`config.mk`:
```
export PLATFORM = sky130hd
export DESIGN_NAME = alu_share_arbiter
export DESIGN_NICKNAME = d
export VERILOG_FILES = /design/src/rtl/alu_share_arbiter_pkg.sv /design/src/rtl/alu_share_arbiter_rr_arb2.sv /design/src/rtl/alu_share_arbiter.sv
export SDC_FILE = /design/constraint.sdc
export NUM_CORES = 1
export LEC_CHECK = 0
export CORE_ASPECT_RATIO = 0.75
export CORE_MARGIN = 5
export CORE_UTILIZATION = 39
export CTS_CLUSTER_SIZE = 12
export DETAILED_ROUTE_END_ITERATION = 10
export PLACE_DENSITY = 0.9
export RECOVER_POWER = 50
export SLEW_MARGIN = 10
export SYNTH_ARGS = -nofsm -noshare
export SYNTH_HDL_FRONTEND = slang
export SYNTH_SLANG_ARGS = --single-unit
```
`constraint.sdc`:
```
create_clock -name clk -period 2.2 [get_ports clk]
set_clock_uncertainty 0.15 [all_clocks]
set_input_delay 0.33 -clock clk [delete_from_list [all_inputs] [get_ports clk]]
set_output_delay 0.33 -clock clk [all_outputs]
set_load 0.02 [all_outputs]
```
`src/rtl/alu_share_arbiter_pkg.sv`:
```
// Shared definitions for the ALU share arbiter: ALU select codes and FSM state encoding.
package alu_share_arbiter_pkg;

    localparam logic [2:0] SEL_PASS_B = 3'b000;
    localparam logic [2:0] SEL_SLT    = 3'b001;
    localparam logic [2:0] SEL_ADD    = 3'b010;
    localparam logic [2:0] SEL_SUB    = 3'b011;
    localparam logic [2:0] SEL_PASS_A = 3'b100;
    localparam logic [2:0] SEL_MUL    = 3'b101;
    localparam logic [2:0] SEL_EQ     = 3'b110;
    localparam logic [2:0] SEL_AND    = 3'b111;

    typedef enum logic [1:0] {
        IDLE = 2'b00,
        EXEC = 2'b01,
        RESP = 2'b10
    } state_e;

    function automatic logic is_mul(input logic [2:0] sel);
        return sel == SEL_MUL;
    endfunction

endpackage

```
`src/rtl/alu_share_arbiter_rr_arb2.sv`:
```
// Two-way round-robin pick: combinational grant, pointer moves past the winner on advance.
module alu_share_arbiter_rr_arb2 (
    input  logic       clk,
    input  logic       rst_n,
    input  logic [1:0] req,
    input  logic       advance,
    output logic [1:0] gnt,
    output logic       gnt_idx
);

    logic ptr_q, ptr_d;

    always_comb begin
        gnt_idx = 1'b0;
        case (req)
            2'b11:   gnt_idx = ptr_q;
            2'b10:   gnt_idx = 1'b1;
            default: gnt_idx = 1'b0;
        endcase
        if (req == 2'b00) begin
            gnt = 2'b00;
        end else begin
            gnt = gnt_idx ? 2'b10 : 2'b01;
        end
        ptr_d = advance ? ~gnt_idx : ptr_q;
    end

    always_ff @(posedge clk or negedge rst_n) begin
        if (!rst_n) begin
            ptr_q <= 1'b0;
        end else begin
            ptr_q <= ptr_d;
        end
    end

endmodule

```
`src/rtl/alu_share_arbiter.sv`:
```
// Shares one combinational ALU between two requesters; holds operands for the op latency
// and returns the registered result over a per-port response handshake.
module alu_share_arbiter
    import alu_share_arbiter_pkg::*;
#(
    parameter int unsigned WIDTH      = 32,
    parameter int unsigned MUL_CYCLES = 3
) (
    input  logic             clk,
    input  logic             rst_n,
    input  logic [1:0]       req_valid,
    output logic [1:0]       req_ready,
    input  logic [WIDTH-1:0] req_a0,
    input  logic [WIDTH-1:0] req_b0,
    input  logic [2:0]       req_sel0,
    input  logic [WIDTH-1:0] req_a1,
    input  logic [WIDTH-1:0] req_b1,
    input  logic [2:0]       req_sel1,
    output logic [1:0]       rsp_valid,
    input  logic [1:0]       rsp_ready,
    output logic [WIDTH-1:0] rsp_y,
    output logic             rsp_zero,
    output logic [WIDTH-1:0] alu_a,
    output logic [WIDTH-1:0] alu_b,
    output logic [2:0]       alu_select,
    input  logic [WIDTH-1:0] alu_y,
    input  logic             alu_zero,
    output logic             busy
);

    localparam int unsigned CntW = (MUL_CYCLES > 1) ? $clog2(MUL_CYCLES) : 1;
    localparam logic [CntW-1:0] MulLoad = CntW'(MUL_CYCLES - 1);

    state_e           state_q, state_d;
    logic             gnt_q, gnt_d;
    logic [CntW-1:0]  cnt_q, cnt_d;
    logic [WIDTH-1:0] alu_a_q, alu_a_d;
    logic [WIDTH-1:0] alu_b_q, alu_b_d;
    logic [2:0]       alu_sel_q, alu_sel_d;
    logic [1:0]       rsp_valid_q, rsp_valid_d;
    logic [WIDTH-1:0] rsp_y_q, rsp_y_d;
    logic             rsp_zero_q, rsp_zero_d;

    logic [1:0]       arb_gnt;
    logic             arb_idx;
    logic             handshake;
    logic [2:0]       win_sel;

    alu_share_arbiter_rr_arb2 u_rr_arb2 (
        .clk     (clk),
        .rst_n   (rst_n),
        .req     (req_valid),
        .advance (handshake),
        .gnt     (arb_gnt),
        .gnt_idx (arb_idx)
    );

    // Gated by rst_n so the accept is low for the whole time reset is asserted.
    assign req_ready = (rst_n && state_q == IDLE) ? arb_gnt : 2'b00;
    assign handshake = |req_ready;
    assign win_sel   = arb_idx ? req_sel1 : req_sel0;

    always_comb begin
        state_d     = state_q;
        gnt_d       = gnt_q;
        cnt_d       = cnt_q;
        alu_a_d     = alu_a_q;
        alu_b_d     = alu_b_q;
        alu_sel_d   = alu_sel_q;
        rsp_valid_d = rsp_valid_q;
        rsp_y_d     = rsp_y_q;
        rsp_zero_d  = rsp_zero_q;

        case (state_q)
            IDLE: begin
                if (handshake) begin
                    gnt_d     = arb_idx;
                    alu_a_d   = arb_idx ? req_a1 : req_a0;
                    alu_b_d   = arb_idx ? req_b1 : req_b0;
                    alu_sel_d = win_sel;
                    cnt_d     = is_mul(win_sel) ? MulLoad : '0;
                    state_d   = EXEC;
                end
            end
            EXEC: begin
                if (cnt_q != '0) begin
                    cnt_d = cnt_q - CntW'(1);
                end else begin
                    // Equality is resolved here rather than trusting the ALU's flag encoding.
                    if (alu_sel_q == SEL_EQ) begin
                        rsp_y_d    = '0;
                        rsp_zero_d = (alu_a_q == alu_b_q);
                    end else begin
                        rsp_y_d    = alu_y;
                        rsp_zero_d = alu_zero;
                    end
                    rsp_valid_d = gnt_q ? 2'b10 : 2'b01;
                    state_d     = RESP;
                end
            end
            RESP: begin
                if (rsp_ready[gnt_q]) begin
                    rsp_valid_d = 2'b00;
                    state_d     = IDLE;
                end
            end
            default: begin
                state_d     = IDLE;
                rsp_valid_d = 2'b00;
            end
        endcase
    end

    always_ff @(posedge clk or negedge rst_n) begin
        if (!rst_n) begin
            state_q     <= IDLE;
            gnt_q       <= 1'b0;
            cnt_q       <= '0;
            alu_a_q     <= '0;
            alu_b_q     <= '0;
            alu_sel_q   <= SEL_PASS_B;
            rsp_valid_q <= 2'b00;
            rsp_y_q     <= '0;
            rsp_zero_q  <= 1'b0;
        end else begin
            state_q     <= state_d;
            gnt_q       <= gnt_d;
            cnt_q       <= cnt_d;
            alu_a_q     <= alu_a_d;
            alu_b_q     <= alu_b_d;
            alu_sel_q   <= alu_sel_d;
            rsp_valid_q <= rsp_valid_d;
            rsp_y_q     <= rsp_y_d;
            rsp_zero_q  <= rsp_zero_d;
        end
    end

    assign alu_a      = alu_a_q;
    assign alu_b      = alu_b_q;
    assign alu_select = alu_sel_q;
    assign rsp_valid  = rsp_valid_q;
    assign rsp_y      = rsp_y_q;
    assign rsp_zero   = rsp_zero_q;
    assign busy       = (state_q != IDLE);

endmodule
```
-- Word level (Yosys, flattened, before mapping)
Index checks and enable logic that the tools add are counted.
- register bits after elaboration: 108
- input port bits: 173
- output and inout bits: 105
- logic and storage cells: 60
- add/subtract/negate cells: 1
- order comparisons: 1
- equal/unequal tests: 11
- muxes and demuxes: 22
- bitwise gates (word level): 3
- reductions and logical operators: 12
- operators by type and width (kind ; number):
    2-to-1 mux 32 bit ; 3
    equality test 32 bit ; 1
    2-to-1 mux 2 bit ; 11
    case mux 2 bit (3 select lines) ; 2
    AND reduction 3 bit ; 3
    equality test 2 bit, second input constant ; 3
    equality test 3 bit, second input constant ; 2
    inequality test 2 bit, second input constant ; 3
    nonzero test 2 bit ; 3
    logical NOT 2 bit ; 2
    case mux 2 bit (2 select lines) ; 1
    AND reduction 2 bit ; 2
    2-to-1 mux 1 bit ; 3
    2-to-1 mux 3 bit ; 1
    inverter 1 bit ; 3
    equality test 2 x 1 -> 1 bit, second input constant ; 1
    < comparator 1 x 2 -> 1 bit, second input constant ; 1
    inequality test 2 x 1 -> 1 bit, second input constant ; 1
    case mux 1 bit (2 select lines) ; 1
    OR reduction 2 bit ; 1
    subtractor 2 x 1 -> 2 bit, second input constant ; 1
    logical AND 1 bit ; 1

-- Depth between registers and ports, before layout
Gate-level depths: netlist of run 1.
- word-level depth: 8
- gate-level depth with buffers: 7
- gate-level depth less buffers: 6

-- Modules after synthesis
A second synthesis of run 1 with hierarchy kept.
- cells, all modules: 460
- area total of the unflattened synthesis: 5068.6 sq um
- by module, submodules not included (module ; times used ; cells each ; area each (sq um) ; seq. area each (sq um)):
    alu_share_arbiter ; 1 ; 453 ; 4984.8 ; 2677.6
    alu_share_arbiter_rr_arb2 ; 1 ; 7 ; 83.8 ; 25.0

-- Worst setup path after synthesis of run 1
Ideal clock, no wire load.
- path kind: reg-to-output
- from: register state_q[1]
- to: output port req_ready[1]
- arrival time: 1.216 ns
- required time: 1.720 ns
- setup slack: 0.504 ns
- cell stages (with the launch flop): 4
- buffers on the path: 1
- path through: dfrtp_1 or2_1 nor3_2 buf_2
- longest elaborated chain between the ends: 3
- ends and longest elaborated chain (element ; RTL line ; source):
    from (decl) ; alu_share_arbiter.sv:34 ; state_e state_q, state_d;
    from (signal assigned) ; alu_share_arbiter.sv:126 ; state_q <= state_d;
    logical NOT 2 bit ; alu_share_arbiter.sv:59 ; assign req_ready = (rst_n && state_q == IDLE) ? arb_gnt : 2'b00;
    logical AND 1 bit ; alu_share_arbiter.sv:59 ;
    2-to-1 mux 2 bit ; alu_share_arbiter.sv:59 ;
    to (decl) ; alu_share_arbiter.sv:12 ; output logic [1:0] req_ready,
Every way passes these cells.

-- Worst setup path after layout of run 1
- from: register state_q[1]
- to: output port busy
- longest elaborated chain between the ends: 1
- ends and longest elaborated chain (element ; RTL line ; source):
    nonzero test 2 bit ; alu_share_arbiter.sv:144 ; assign busy = (state_q != IDLE);
    to (decl) ; alu_share_arbiter.sv:28 ; output logic busy
Every way passes these cells.

==> run_results.csv, run 1 <==
group,metric,value,unit
place,pre_cts_slack,-0.1759,ns
global_routing,grt_usage,23.11,%
synthesis,synth_fp_nets,628,
place,gp_congestion,0.8983,
cts,cts-root-buf,"clkbuf_16",
synthesis,postSynthAreaPerCell,10.81,sq um
sta,slew_viol_final,0,
floorplan,start_util,39.87,%
sta,fin_tns_setup,0,ns
sta,relSlewSlack,54.03,%
place,place_hpwl,14.08,mm
cts,cts_tree,"built",
layout,finalNonFillerCells,901,
floorplan,fp.dieW,139.5,um
route,avgViaCountPerCell,5.147,
power,leakagePower,3.693,nW
route,ant_nets,0,
layout,mostFrequentLayoutCells,"251 x clkdlybuf4s50_1, 108 x dfrtp_1, 100 x nand2_1",
route,dr.pass1.iters,4,
layout,layout-drive-gt1-share,4.354,%
critical_path,critPathCaptureType,"primary output",
critical_path,critPathArrivalTime,1.64,ns
synthesis,yosys.area.top_type,"dfrtp_1",
route,drtIter0Drc,197,
synthesis,seq_area_frac_synth,55.09,%
critical_path,reg2reg_from,"state_q[1]",
synthesis,netlist_instances,454,
route,via_count,4637,
power,fin_total_pwr,11.33,mW
power,switching_share,41.25,%
synthesis,synth_area,4906,sq um
layout,layout.nets,905,
floorplan,ios,278,
layout,diodes,0,
sta,setup_violations,0,
synthesis,synth_area_leaders,"dfrtp_1 55%, mux2i_1 7.8%, nand2_1 7.7%",
global_routing,grtUsageMet2,40.79,%
route,remaining_drc_errors,0,
global_routing,antenna_found_initial,0,
floorplan,dieArea,14950,sq um
synthesis,ys_ff_latch,108,
place,numPortBuffers,277,
global_routing,grt_pass1_vias,4874,
layout,final_area,8165,sq um
global_routing,overflow,0,
critical_path,startpoint_type,"register",
global_routing,busiest_layer,"met2",
flow_run,drv_cap,0,
critical_path,crit_start,"state_q[1]",
power,power_switching,4.673,mW
power,peakVddDrop,658.0,uV
critical_path,critical_path_class,"reg -> out",
cts,clock_latency,0.34,ns
cts,cts_setup_buffers,0,
cts,path_clk_slew,0.07,ns
layout,area_growth,66.44,%
cts,cts_buffers,9,
critical_path,critPathMaxFanout,5,
cts,cts.sinks,108,
place,post-place-cells,885,
route,wirelength,17.85,mm
sta,rsz0062_at_grt,"no",
place,dpl_cell_area,7900,sq um
global_routing,use_met3,7.490,%
layout,finalCoreUtilization,66.35,%
synthesis,yosysUniqueCellTypes,40,
sta,tightestPinTransition,0.6896,ns
sta,hold-worst-slack,0.1625,ns
sta,setup_slack,0.07788,ns
floorplan,die_y,107.1,um
layout,mostFrequentLayoutCell,"clkdlybuf4s50_1",
hold_path,hold_path.class,"in -> async",
power,clkPwrFrac,15.5,%
global_routing,grt_pass1_wl,26.93,mm
route,post_drt_wl_per_cell,19.81,um
sta,final.min_clock_period,2.122,ns
power,pwr-share-seq,33.2,%
critical_path,cp.required,1.72,ns
power,p_per_area,1387,nW/um^2
synthesis,synth.top_cell.area_share,55.09,%
outcome,status,"finished clean",
cts,cts_buffer_depth,2,
sta,fin_crit_sh,96.46,%
power,pwr-share-comb,51.3,%
power,p_int,6.656,mW
sta,fmax,471.2,MHz
cts,htree_levels,3,
floorplan,core_area,12310,sq um
sta,hold_viol,0,
global_routing,use_met1,27.86,%
global_routing,grt_max_degree,69,
synthesis,yosys_warnings,0,
floorplan,core.rowCount,35,
## Yosys cell counts (all sizes together)
master / count
clkbuf: 8
xor2: 23
mux2i: 38
dfrtp: 108
a22o: 32
o2bb2ai: 1
nand3: 2
a31oi: 2
and2b: 1
o21bai: 1
nand2b: 1
nand2: 101
o22a: 1
inv: 8
ha: 1
o21a: 1
or2: 1
xnor2: 9
nand4b: 1
a22oi: 31
a21oi: 3
nand4: 4
o21ai: 44
nor2b: 1
a211o: 1
nor3: 2
or3: 1
nor4: 6
nor3b: 1
buf: 20
## cells by family after synthesis
group	count (synthesis)	share of synthesized area, %
AO/OA/AOI/OAI	117	16.71
XOR/XNOR	32	5.713
adder cells (fa/ha/maj)	1	0.2550
buffers and inverters	36	3.825
flip-flops	108	55.09
multiplexers	38	7.753
AND/OR/NAND/NOR	122	10.66
## worst max-delay path, cell delays in order (launching register included)
cell and delay [ns]:
dfrtp_1 0.43, or2_1 0.29, clkdlybuf4s50_1 0.59
## what timing repair did
| item | 4_1_cts | 5_1_grt |
|---|---|---|
| setup endpoints to repair | 2 | 2 |
| pin swaps | 0 | 0 |
| hold endpoints to repair | 7 | 0 |
| hold buffers | 1 | 0 |
| resized for setup | 2 | 3 |
## metal layers
metal  share of wire (%)  up-vias  routed length, um
met5                   0        -                  0
met4                 1.4        0                247
met3                 8.3       18               1486
met2                  50      225               8973
met1                  40     2240               7141
li1                    -     2154                  -
## power groups by stage
stage,registers (mW),logic [mW],clock network (mW)
2_1_floorplan,4.71,2.01,0
6_report,3.76,5.81,1.76
3_3_place_gp,3.74,5.90,0
3_5_place_dp,3.81,6.02,0
5_1_grt,3.89,6.25,1.88
4_1_cts,3.78,6.06,1.80
## layout make-up
type | instances | area, sq um
clock buffer | 9 | 225.2
clock inverter | 6 | 97.59
fill | 942 | 4140
inverter | 8 | 30.03
multi-input combinational | 310 | 2022
sequential | 108 | 2703
tap | 166 | 207.7
timing repair buffer | 294 | 2880
## worst paths after layout
kind,end,slack (ns),cells after the start
max,busy,0.08,2
min,alu_b[19],0.16,2
max reg2reg,alu_b[20],0.23,6
min reg2reg,rsp_y[3],0.35,1
max in group asynchronous,rsp_y[8],0.55,3
min in group clk,rsp_y[3],0.35,1
## registers in the layout, summed over array words and instances (netlist names)
name / cells
alu_a: 32
alu_b: 32
rsp_y: 32
alu_select: 3
cnt_q: 2
rsp_valid: 2
state_q: 2
gnt_q: 1
rsp_zero: 1
u_rr_arb2.ptr_q: 1
Power figures use the tool's default switching activity.
==> run 2, diff against run 1 <==
- PLACE_DENSITY: 0.9 -> 0.82
==> run_results.csv, run 2 (synthesized netlist as in run 1, its figures left out) <==
group,metric,value,unit
outcome,status,"complete, but fails checks",
outcome,failed_checks,"max-capacitance violations, max-slew violations",
cts,cts-root-buf,"clkbuf_16",
cts,cts_setup_buffers,0,
cts,cts_buffer_depth,2,
layout,mostFrequentLayoutCell,"clkdlybuf4s50_1",
critical_path,crit_start,"req_valid[0]",
floorplan,core_area,12310,sq um
route,dr.pass1.iters,6,
sta,tightestPinTransition,1.566,ns
layout,multi_input_area,2042,sq um
global_routing,grt_max_degree,70,
global_routing,antenna_found_initial,0,
critical_path,critPathArrivalTime,2.07,ns
route,wirelength,16.98,mm
sta,fin_crit_sh,91.84,%
layout,regArea,2703,sq um
critical_path,startpoint_type,"input pin",
sta,setup_violations,0,
global_routing,grt_pass1_wl,25.47,mm
route,drtIter0Drc,203,
power,p_per_area,1394,nW/um^2
hold_path,hp-start,"rsp_valid[0]",
sta,final.min_clock_period,2.021,ns
route,avgViaCountPerCell,5.068,
cts,clock_latency,0.34,ns
layout,nFillCells,933,
layout,area_growth,67.48,%
power,leakagePower,3.690,nW
layout,finalNonFillerCells,899,
layout,finalCoreUtilization,66.77,%
sta,relSlewSlack,-4.417,%
global_routing,grt_pass1_vias,4710,
route,via_count,4556,
critical_path,critPathCaptureType,"register",
sta,fin_tns_setup,0,ns
cts,cts_buffers,9,
floorplan,core.rowCount,35,
route,post_drt_wl_per_cell,18.89,um
floorplan,start_util,39.87,%
global_routing,grt_usage,21.99,%
layout,diodes,0,
cts,path_clk_slew,0.07,ns
place,numPortBuffers,277,
place,place_hpwl,13.36,mm
power,peakVddDrop,652.6,uV
layout,layout-drive-gt1-share,4.775,%
sta,slew_viol_final,65,
cts,htree_levels,3,
route,ant_nets,0,
sta,hold-worst-slack,0.3368,ns
critical_path,reg2reg_slack,0.22,ns
layout,mostFrequentLayoutCells,"268 x clkdlybuf4s50_1, 108 x dfrtp_1, 101 x nand2_1",
place,post-place-cells,883,
sta,hold_viol,0,
route,remaining_drc_errors,0,
floorplan,die_y,107.1,um
flow_run,drv_cap,1,
floorplan,fp.dieW,139.5,um
critical_path,cp.required,2.25,ns
power,fin_total_pwr,11.46,mW
place,gp_congestion,0.8604,
critical_path,critical_path_class,"in -> reg",
sta,rsz0062_at_grt,"no",
hold_path,hold_path.class,"reg -> reg",
cts,cts.sinks,108,
critical_path,critPathMaxFanout,69,
critical_path,reg2reg_from,"state_q[1]",
layout,layout.nets,903,
floorplan,ios,278,
sta,fmax,494.9,MHz
floorplan,dieArea,14950,sq um
cts,cts_tree,"built",
global_routing,overflow,0,
## run 2: cell types whose count changed in the layout (fill, tap and decap cells not counted), sizes merged
cell,change
dlygate4sd3,-18
clkdlybuf4s50,+17
clkinv,-2
inv,-2
bufinv,+1
clkbuf,+1
clkdlybuf4s15,-1
clkinvlp,+1
dlymetal6s2s,+1
## run 2: through the flow
stage	worst slack [ns]	instance area (sq um)
after CTS	0.02059	8258
after global routing	0.06756	8217
after global placement	-0.09959	7910
after detailed placement	-0.1066	7910
after floorplan	0.5040	4906
final	0.1795	8217
## run 2: power by group
group | internal [mW] | leakage [nW] | switching, mW | total [mW]
Clock | 1.14 | 0.162 | 0.691 | 1.83
Combinational | 2.81 | 2.18 | 3.05 | 5.86
Sequential | 2.93 | 1.35 | 0.839 | 3.76
## run 2: path summary, 6_finish.rpt
| check | endpoint | cells after the start |
|---|---|---|
| worst min register to register | rsp_valid[0] | 2 |
| worst max register to register | rsp_y[22] | 4 |
| min in group asynchronous | cnt_q[1] | 2 |
| max in group asynchronous | alu_b[27] | 3 |
| worst max-delay path | alu_b[26] | 5 |
| worst min-delay path | rsp_valid[0] | 2 |
## run 2: area by class of cell
| type | instances | area share [%] |
|---|---|---|
| Timing Repair Buffer | 292 | 35.22 |
| Sequential cell | 108 | 32.89 |
| Multi-Input combinational cell | 310 | 24.85 |
| Clock buffer | 11 | 2.954 |
| Tap cell | 166 | 2.528 |
| Clock inverter | 4 | 1.188 |
| Inverter | 8 | 0.3655 |
## run 2: worst max-delay path, cell delays in order
cell	delay, ns
dlygate4sd3_1	0.60
clkbuf_1	0.16
o21ai_4	0.20
buf_4	0.53
o21ai_0	0.20
## run 2: repair_timing
action,in CTS,in global routing
resized for setup,2,5
hold endpoints to repair,44,0
hold buffers,1,0
endpoints found under the setup margin,2,3
## run 2: routing by layer
metal / global-route usage, % / up-vias / routed length (um)
met3: 7.401 / 16 / 1428
met2: 38.83 / 203 / 8475
met5: 0 / - / 0
met1: 25.96 / 2191 / 6839
li1: - / 2146 / -
met4: 5.377 / 0 / 235
==> run 3, diff against run 2 <==
- CORE_MARGIN: 5 -> 2
- SETUP_SLACK_MARGIN: default -> 0.05
==> run_results.csv, run 3 (synthesized netlist as in run 1, its figures left out) <==
group,metric,value,unit
critical_path,r2r_cells,7,
power,fin_total_pwr,10.92,mW
place,numPortBuffers,277,
layout,layout.nets,905,
sta,tightestPinTransition,0.7164,ns
critical_path,critical_path_class,"in -> reg",
cts,cts_buffer_depth,2,
route,drtIter0Drc,196,
sta,fin_crit_sh,93.46,%
global_routing,grt_usage,24.58,%
power,peakVddDrop,629.1,uV
route,post_drt_wl_per_cell,18.31,um
floorplan,fp.dieW,133.5,um
route,avgViaCountPerCell,5.078,
cts,htree_levels,3,
global_routing,grt_pass1_wl,25.32,mm
sta,hold_viol,0,
place,place_hpwl,12.60,mm
global_routing,grt_pass1_vias,4778,
critical_path,path_cells,"dlygate4sd3_1 > inv_1 > o21ai_4 > buf_4 > buf_12 > mux2i_1 > o21ai_1",
critical_path,cp.required,2.24,ns
critical_path,cpPeakStageDelay,0.57,ns
global_routing,antenna_found_initial,0,
place,gp_congestion,0.8280,
floorplan,core_area,12260,sq um
power,leakagePower,3.768,nW
cts,cts.sinks,108,
critical_path,r2r_end,"alu_b[19]",
cts,cts_tree,"built",
sta,setup_violations,0,
floorplan,die_y,101.1,um
hold_path,hold_path.class,"reg -> reg",
route,wirelength,16.52,mm
layout,diodes,0,
cts,cts_buffers,9,
layout,regArea,2703,sq um
sta,fin_tns_setup,0,ns
route,remaining_drc_errors,0,
critical_path,critPathArrivalTime,2.10,ns
flow_run,drv_cap,0,
critical_path,critPathMaxFanout,22,
critical_path,crit_end,"alu_a[12]",
layout,multi_input_area,2042,sq um
route,via_count,4580,
power,p_per_area,1336,nW/um^2
critical_path,critPathCaptureType,"register",
route,dr.pass1.iters,4,
sta,final.min_clock_period,2.056,ns
critical_path,reg2reg_slack,0.22,ns
sta,fmax,486.3,MHz
cts,path_clk_slew,0.07,ns
floorplan,dieArea,13500,sq um
sta,slew_viol_final,0,
layout,mostFrequentLayoutCell,"clkdlybuf4s50_1",
outcome,status,"finished clean",
critical_path,crit_start,"req_valid[0]",
floorplan,core.rowCount,35,
sta,relSlewSlack,52.24,%
layout,area_growth,66.72,%
global_routing,grt_max_degree,75,
critical_path,reg2reg_from,"state_q[0]",
floorplan,ios,278,
critical_path,startpoint_type,"input pin",
layout,layout-drive-gt1-share,5.163,%
critical_path,worst_path_max_delay_cell,"dlygate4sd3_1",
cts,clock_latency,0.34,ns
route,ant_nets,0,
floorplan,start_util,40.01,%
layout,mostFrequentLayoutCells,"202 x clkdlybuf4s50_1, 108 x dfrtp_1, 101 x nand2_1",
global_routing,overflow,0,
layout,nFillCells,945,
cts,cts-root-buf,"clkbuf_16",
sta,rsz0062_at_grt,"no",
-- run 3: cell count changes in the layout (fill, tap and decap cells not counted), moves of 2 or more --
cell / change
buf_4: +3
bufinv_16: -3
clkbuf_1: -2
clkbuf_2: -4
clkbuf_4: +2
clkdlybuf4s50_1: -66
clkinv_4: +3
dlygate4sd3_1: +67
o21ai_0: -7
o21ai_1: +7
-- run 3: worst max-delay path, delay by kind of cell --
| kind | cells | cell delay (ns) |
|---|---|---|
| AOI/OAI and AO/OA | 2 | 0.26 |
| buffers and inverters | 4 | 1.26 |
| muxes | 1 | 0.21 |
-- run 3: stage by stage --
stage                     util (%)  std cells  area (sq um)  hold slack [ns]  setup WS, ns
final                        66.70        902          8179           0.3292        0.1438
after global routing         66.70        902          8179           0.3772       0.05376
after CTS                    66.91        901          8204           0.3274       0.03520
after detailed placement     64.41        883          7898           0.1142       -0.1303
after global placement       64.41        883          7898           0.1091      -0.06062
after floorplan                  -        454          4906          -0.1156        0.5040
-- run 3: per-layer routing --
layer	global-route usage (%)	wire length [um]
met1	28.82	6473
met2	43.74	8294
met3	8.208	1412
met4	6.874	340
met5	0	0
-- run 3: area by class of cell --
type / count / area share, %
clock buffers: 10 / 2.922
clock inverters: 6 / 0.5813
inverters: 8 / 0.3671
multi-input cells: 310 / 24.97
flip-flops and latches: 108 / 33.04
well taps: 166 / 2.539
repair buffers: 294 / 35.58
-- run 3: worst min path at each step --
stage	end	from	depth (start not counted)	slack, ns
2_1_floorplan	alu_a[0]	rst_n	0	-0.12
3_3_place_gp	alu_select[2]	rst_n	2	0.11
3_5_place_dp	alu_select[2]	rst_n	2	0.11
4_1_cts	alu_a[17]	rst_n	3	0.33
5_1_grt	rsp_y[9]	rsp_y[9]	1	0.38
6_report	rsp_valid[0]	rsp_valid[0]	2	0.33
-- run 3: power breakdown --
group / internal, mW / switching (mW) / total, mW
clock: 0.807 / 0.730 / 1.54
sequential: 2.92 / 0.812 / 3.74
combinational: 2.61 / 3.04 / 5.65
total: 6.34 / 4.59 / 10.9
-- run 3: repair_timing --
item / 4_1_cts / 5_1_grt
gates resized for setup: 6 / 3
hold buffers: 2 / 0
setup endpoints to repair: 3 / 75
pin swaps: 0 / 1
setup buffers: 0 / 1
endpoints found under the hold margin: 35 / 0
